<file path="src/rtl/bcla_serial_word_adder.sv">
// Byte-serial multi-word adder: one 8-bit carry look-ahead slice plus a carry register chained across bytes.
// One-cycle latency; single output register, in_ready drops while a held output is not taken.
module bcla_serial_word_adder #(
  parameter int MAX_BYTES = 4
) (
  input  logic       clk,
  input  logic       rst,
  input  logic       in_valid,
  output logic       in_ready,
  input  logic [7:0] in_x,
  input  logic [7:0] in_y,
  input  logic       in_last,
  output logic       out_valid,
  input  logic       out_ready,
  output logic [7:0] out_sum,
  output logic       out_last,
  output logic       out_cout,
  output logic       out_err
);

  localparam int CW = $clog2(MAX_BYTES) + 1;

  typedef enum logic {IDLE = 1'b0, RUN = 1'b1} state_t;

  state_t          state_q, state_d;
  logic [CW-1:0]   cnt_q, cnt_d;
  logic            carry_q, carry_d;
  logic            vld_q, vld_d;
  logic [7:0]      sum_q, sum_d;
  logic            last_q, last_d;
  logic            cout_q, cout_d;
  logic            err_q, err_d;

  logic            accept;
  logic            at_limit;
  logic            ends_word;
  logic [7:0]      gen, prop;
  logic [8:0]      c;
  logic [7:0]      slice_sum;

  // 8-bit block carry look-ahead slice
  assign gen  = in_x & in_y;
  assign prop = in_x ^ in_y;

  always_comb begin
    c    = '0;
    c[0] = carry_q;
    for (int i = 0; i < 8; i++) begin
      c[i+1] = gen[i] | (prop[i] & c[i]);
    end
    slice_sum = prop ^ c[7:0];
  end

  assign at_limit  = (cnt_q == CW'(MAX_BYTES - 1));
  assign ends_word = in_last || at_limit;

  // State register
  always_ff @(posedge clk) begin
    if (rst) begin
      state_q <= IDLE;
      cnt_q   <= '0;
      carry_q <= 1'b0;
      vld_q   <= 1'b0;
      sum_q   <= '0;
      last_q  <= 1'b0;
      cout_q  <= 1'b0;
      err_q   <= 1'b0;
    end else begin
      state_q <= state_d;
      cnt_q   <= cnt_d;
      carry_q <= carry_d;
      vld_q   <= vld_d;
      sum_q   <= sum_d;
      last_q  <= last_d;
      cout_q  <= cout_d;
      err_q   <= err_d;
    end
  end

  // Next-state logic
  always_comb begin
    state_d = state_q;
    cnt_d   = cnt_q;
    if (accept) begin
      if (ends_word) begin
        state_d = IDLE;
        cnt_d   = '0;
      end else begin
        state_d = RUN;
        cnt_d   = cnt_q + CW'(1);
      end
    end
  end

  // Output / datapath logic
  always_comb begin
    in_ready = !vld_q || out_ready;
    accept   = in_valid && in_ready;

    carry_d = carry_q;
    vld_d   = vld_q;
    sum_d   = sum_q;
    last_d  = last_q;
    cout_d  = cout_q;
    err_d   = err_q;

    if (accept) begin
      vld_d  = 1'b1;
      sum_d  = slice_sum;
      last_d = ends_word;
      err_d  = ends_word && !in_last;
      if (ends_word) begin
        carry_d = 1'b0;
        cout_d  = c[8];
      end else begin
        carry_d = c[8];
        cout_d  = 1'b0;
      end
    end else if (out_ready) begin
      vld_d = 1'b0;
    end
  end

  assign out_valid = vld_q;
  assign out_sum   = sum_q;
  assign out_last  = last_q;
  assign out_cout  = cout_q;
  assign out_err   = err_q;

endmodule

</file>
<file path="config.mk">
export PLATFORM = sky130hd
export DESIGN_NAME = bcla_serial_word_adder
export DESIGN_NICKNAME = d
export VERILOG_FILES = /design/src/rtl/bcla_serial_word_adder.sv
export SDC_FILE = /design/constraint.sdc
export NUM_CORES = 1
export LEC_CHECK = 0
export BUFFER_PORTS_ARGS = -buffer_cell sky130_fd_sc_hd__buf_4
export CAP_MARGIN = 20
export CELL_PAD_IN_SITES_DETAIL_PLACEMENT = 1
export CELL_PAD_IN_SITES_GLOBAL_PLACEMENT = 2
export CORE_UTILIZATION = 25
export DETAILED_ROUTE_END_ITERATION = 6
export PLACE_DENSITY_LB_ADDON = 0.1
export SLEW_MARGIN = 20
export SYNTH_ARGS = -nofsm -noshare
export SYNTH_HDL_FRONTEND = slang
export SYNTH_SLANG_ARGS = --single-unit
</file>
<file path="constraint.sdc">
create_clock -name clk -period 3.72 [get_ports clk]
set_clock_uncertainty 0.15 [all_clocks]
set_input_delay 0.558 -clock clk [delete_from_list [all_inputs] [get_ports clk]]
set_output_delay 0.558 -clock clk [all_outputs]
set_load 0.02 [all_outputs]
</file>
==> results.yml <==
setup_path:
  r2r_setup_slack_ns: 0.06
  r2r_end: "out_sum[7]$_SDFFE_PP0P_"
  crit_fanout: 1
  reg2reg_depth: 12
  endpoint_kind: "flop"
  cp_data_arrival_time_ns: 3.77
  critPathLaunchType: "primary input"
  path_class: "primary input to flop"
  critical_path_required_ns: 3.80
  reg2reg_from: "carry_q$_SDFFE_PP0P_"
sta:
  min_period_ns: 3.69
  timing.fmax_mhz: 271
  setup_violations: 0
  slew_headroom_pct: 74.3
  drv_slew: 0
  setup_ws_ns: 0.0255
  rsz0062_at_grt: "yes"
  hold_viol_final: 0
  max_slew.worst_pin.slew_ns: 0.384
  period_share_pct: 99.3
power_and_ir_drop:
  leakage_uw: 0.000491
  power.switching_uw: 121
  powerDensity_nw_per_um2: 321
  intPower_uw: 277
  p_comb_share_pct: 29.5
  p_seq_share_pct: 47.5
  power_frac_clock_pct: 23.1
  p_total_uw: 397
  switching_share_pct: 30.4
  ir_worst_vdd_v: 0.000197
floorplan:
  die_h_microns: 61.9
  die-area_sq_um: 3830
  fp.dieW_microns: 61.9
  rows: 21
  io_pins: 34
  coreArea_sq_um: 3390
  start_util_pct: 26.5
layout:
  n_antenna_cell: 0
  nNetsFinal: 151
  seqCellArea_sq_um: 322
  drive_gt1_share_pct: 51.7
  fillers: 381
  layout_commonest_cell: "buf_4"
  multi_input_area_sq_um: 524
  design_area_sq_um: 1240
  most-common-layout-cells: "32 x buf_4, 15 x dfxtp_1, 11 x a21oi_1, 8 x o21ai_0, 8 x fa_2"
  syn_to_final_growth_pct: 38.1
logic_synthesis:
  synthFlopType: "dfxtp_1"
  yosysWarnings: 0
  async_flop_share_pct: 0
  yosysSeqAreaShare_pct: 35.7
  synth_cells: 88
  synth.net_count: 119
  syn-cell-area_sq_um: 897
  syn_avg_cell_area_sq_um: 10.2
  ys_types: 22
  synth_enable_flop_cells: 0
  yosys_register_bits: 16
placed_design:
  placed_area_sq_um: 1190
  hpwl_microns: 1630
  portBuffers: 33
  gp_congestion: 0.679
  dp_slack_ns: -0.310
drt:
  drcViolationCount: 0
  num_vias: 761
  final_antenna_net_count: 0
  drtIter0Drc: 9
  first_pass_iters: 3
  wl_per_cell_microns: 13.4
  drt-vias-per-instance: 4.64
  routed_wl_microns: 2190
clocking:
  clock_latency_ns: 0.28
  numClockSinks: 16
  htree_levels: 1
  cts_tree: "done"
  path_clk_slew_ns: 0.09
  clock_path_buffers: 2
  numCtsBuffers: 3
  holdBufCountCts: 0
  cts_root_buf: "clkbuf_4"
global_routing:
  grt.overflow.total: 0
  grt_max_degree: 20
  grt_pass1_wl_microns: 3540
  grtUsageTotal_pct: 13.0
  grt_pass1_vias: 769
  antenna_found_initial: 0
hold_path:
  hp-start: "out_cout$_SDFFE_PP0P_"
  hold_path.class: "flop to flop"
  min_delay_path_depth: 2
  holdPathEnd: "out_cout$_SDFFE_PP0P_"
flow_run:
  maxCapViolCount: 0
status:
  outcome: "completed"
logic make-up (layout without fill, tap and decap cells):
family / after synthesis / in the layout / share of synthesized area, %
fa+ha+maj: 10 / 10 / 20.6
flops: 16 / 16 / 35.7
compound gates: 28 / 28 / 19.4
buf+inv: 14 / 44 / 9.90
simple gates: 20 / 20 / 14.4
power groups by stage:
| stage | clock, uW | sequential [uW] | combinational [uW] |
|---|---|---|---|
| floorplan | 0 | 205 | 56.9 |
| global placement | 0 | 193 | 116 |
| detailed placement | 0 | 193 | 117 |
| CTS | 97.9 | 189 | 118 |
| global route | 104 | 191 | 131 |
| finish | 91.6 | 189 | 117 |
critical path, stage by stage:
cell	delay, ns
buf_8	0.11
inv_12	0.04
fa_2	0.20
inv_2	0.04
fa_2	0.34
fa_2	0.36
fa_2	0.34
fa_2	0.36
fa_2	0.36
fa_2	0.35
fa_2	0.54
nand3_2	0.07
a21oi_2	0.11
area by class of cell:
type | count | area share (%)
Multi-Input combinational cell | 58 | 42.3
Inverter | 7 | 3.74
Clock buffer | 3 | 1.82
Tap cell | 46 | 4.65
Timing Repair Buffer | 34 | 21.5
Sequential cell | 16 | 26.0
flip-flops by register name (all words and copies together) (netlist names):
| signal | cells |
|---|---|
| out_last | 1 |
| out_cout | 1 |
| out_sum | 8 |
| cnt_q | 3 |
| out_err | 1 |
| carry_q | 1 |
| out_valid | 1 |
worst max path at each step:
stage,startpoint,end,slack (ns),cells after the start
floorplan,in_x[0],out_sum[7]$_SDFFE_PP0P_,-0.03,12
global placement,in_x[0],out_cout$_SDFFE_PP0P_,-0.31,14
detailed placement,in_x[0],out_sum[7]$_SDFFE_PP0P_,-0.31,13
CTS,in_x[0],out_sum[7]$_SDFFE_PP0P_,0.008,13
global route,in_x[0],out_sum[7]$_SDFFE_PP0P_,-0.03,13
finish,in_x[0],out_sum[7]$_SDFFE_PP0P_,0.03,13
routing by layer:
layer | vias to the layer above | track usage (%) | part of all wire (%)
li1 | 370 | - | -
met5 | - | 0 | 0
met4 | 0 | 1.90 | 0.73
met2 | 16 | 24.1 | 54
met3 | 2 | 3.73 | 3.5
met1 | 373 | 15.0 | 42
synthesized netlist by cell type (3+ instances only):
cell / instances / area, sq um
nand4_1: 3 / 18.8
a21oi_1: 12 / 60.1
o21ai_0: 8 / 40.0
buf_2: 3 / 15.0
fa_1: 8 / 160
o21ai_1: 3 / 15.0
nand3_1: 7 / 35.0
buf_6: 4 / 45.0
dfxtp_1: 16 / 320
inv_1: 5 / 18.8
stage by stage:
step	hold slack [ns]	util, %	setup TNS [ns]	instances
after global placement	0.308	35.2	-0.900	160
after CTS	0.333	36.1	0	163
after global routing	0.349	36.5	-0.0596	164
after floorplan	0.296	-	-0.0324	88
after detailed placement	0.311	35.2	-0.904	160
final	0.325	36.5	0	164
repair_timing:
action                                  in CTS  in global routing
resized for setup                            3                  3
setup buffers                                0                  1
endpoints found under the setup margin       2                  3
(Power assumes the default switching activity.)
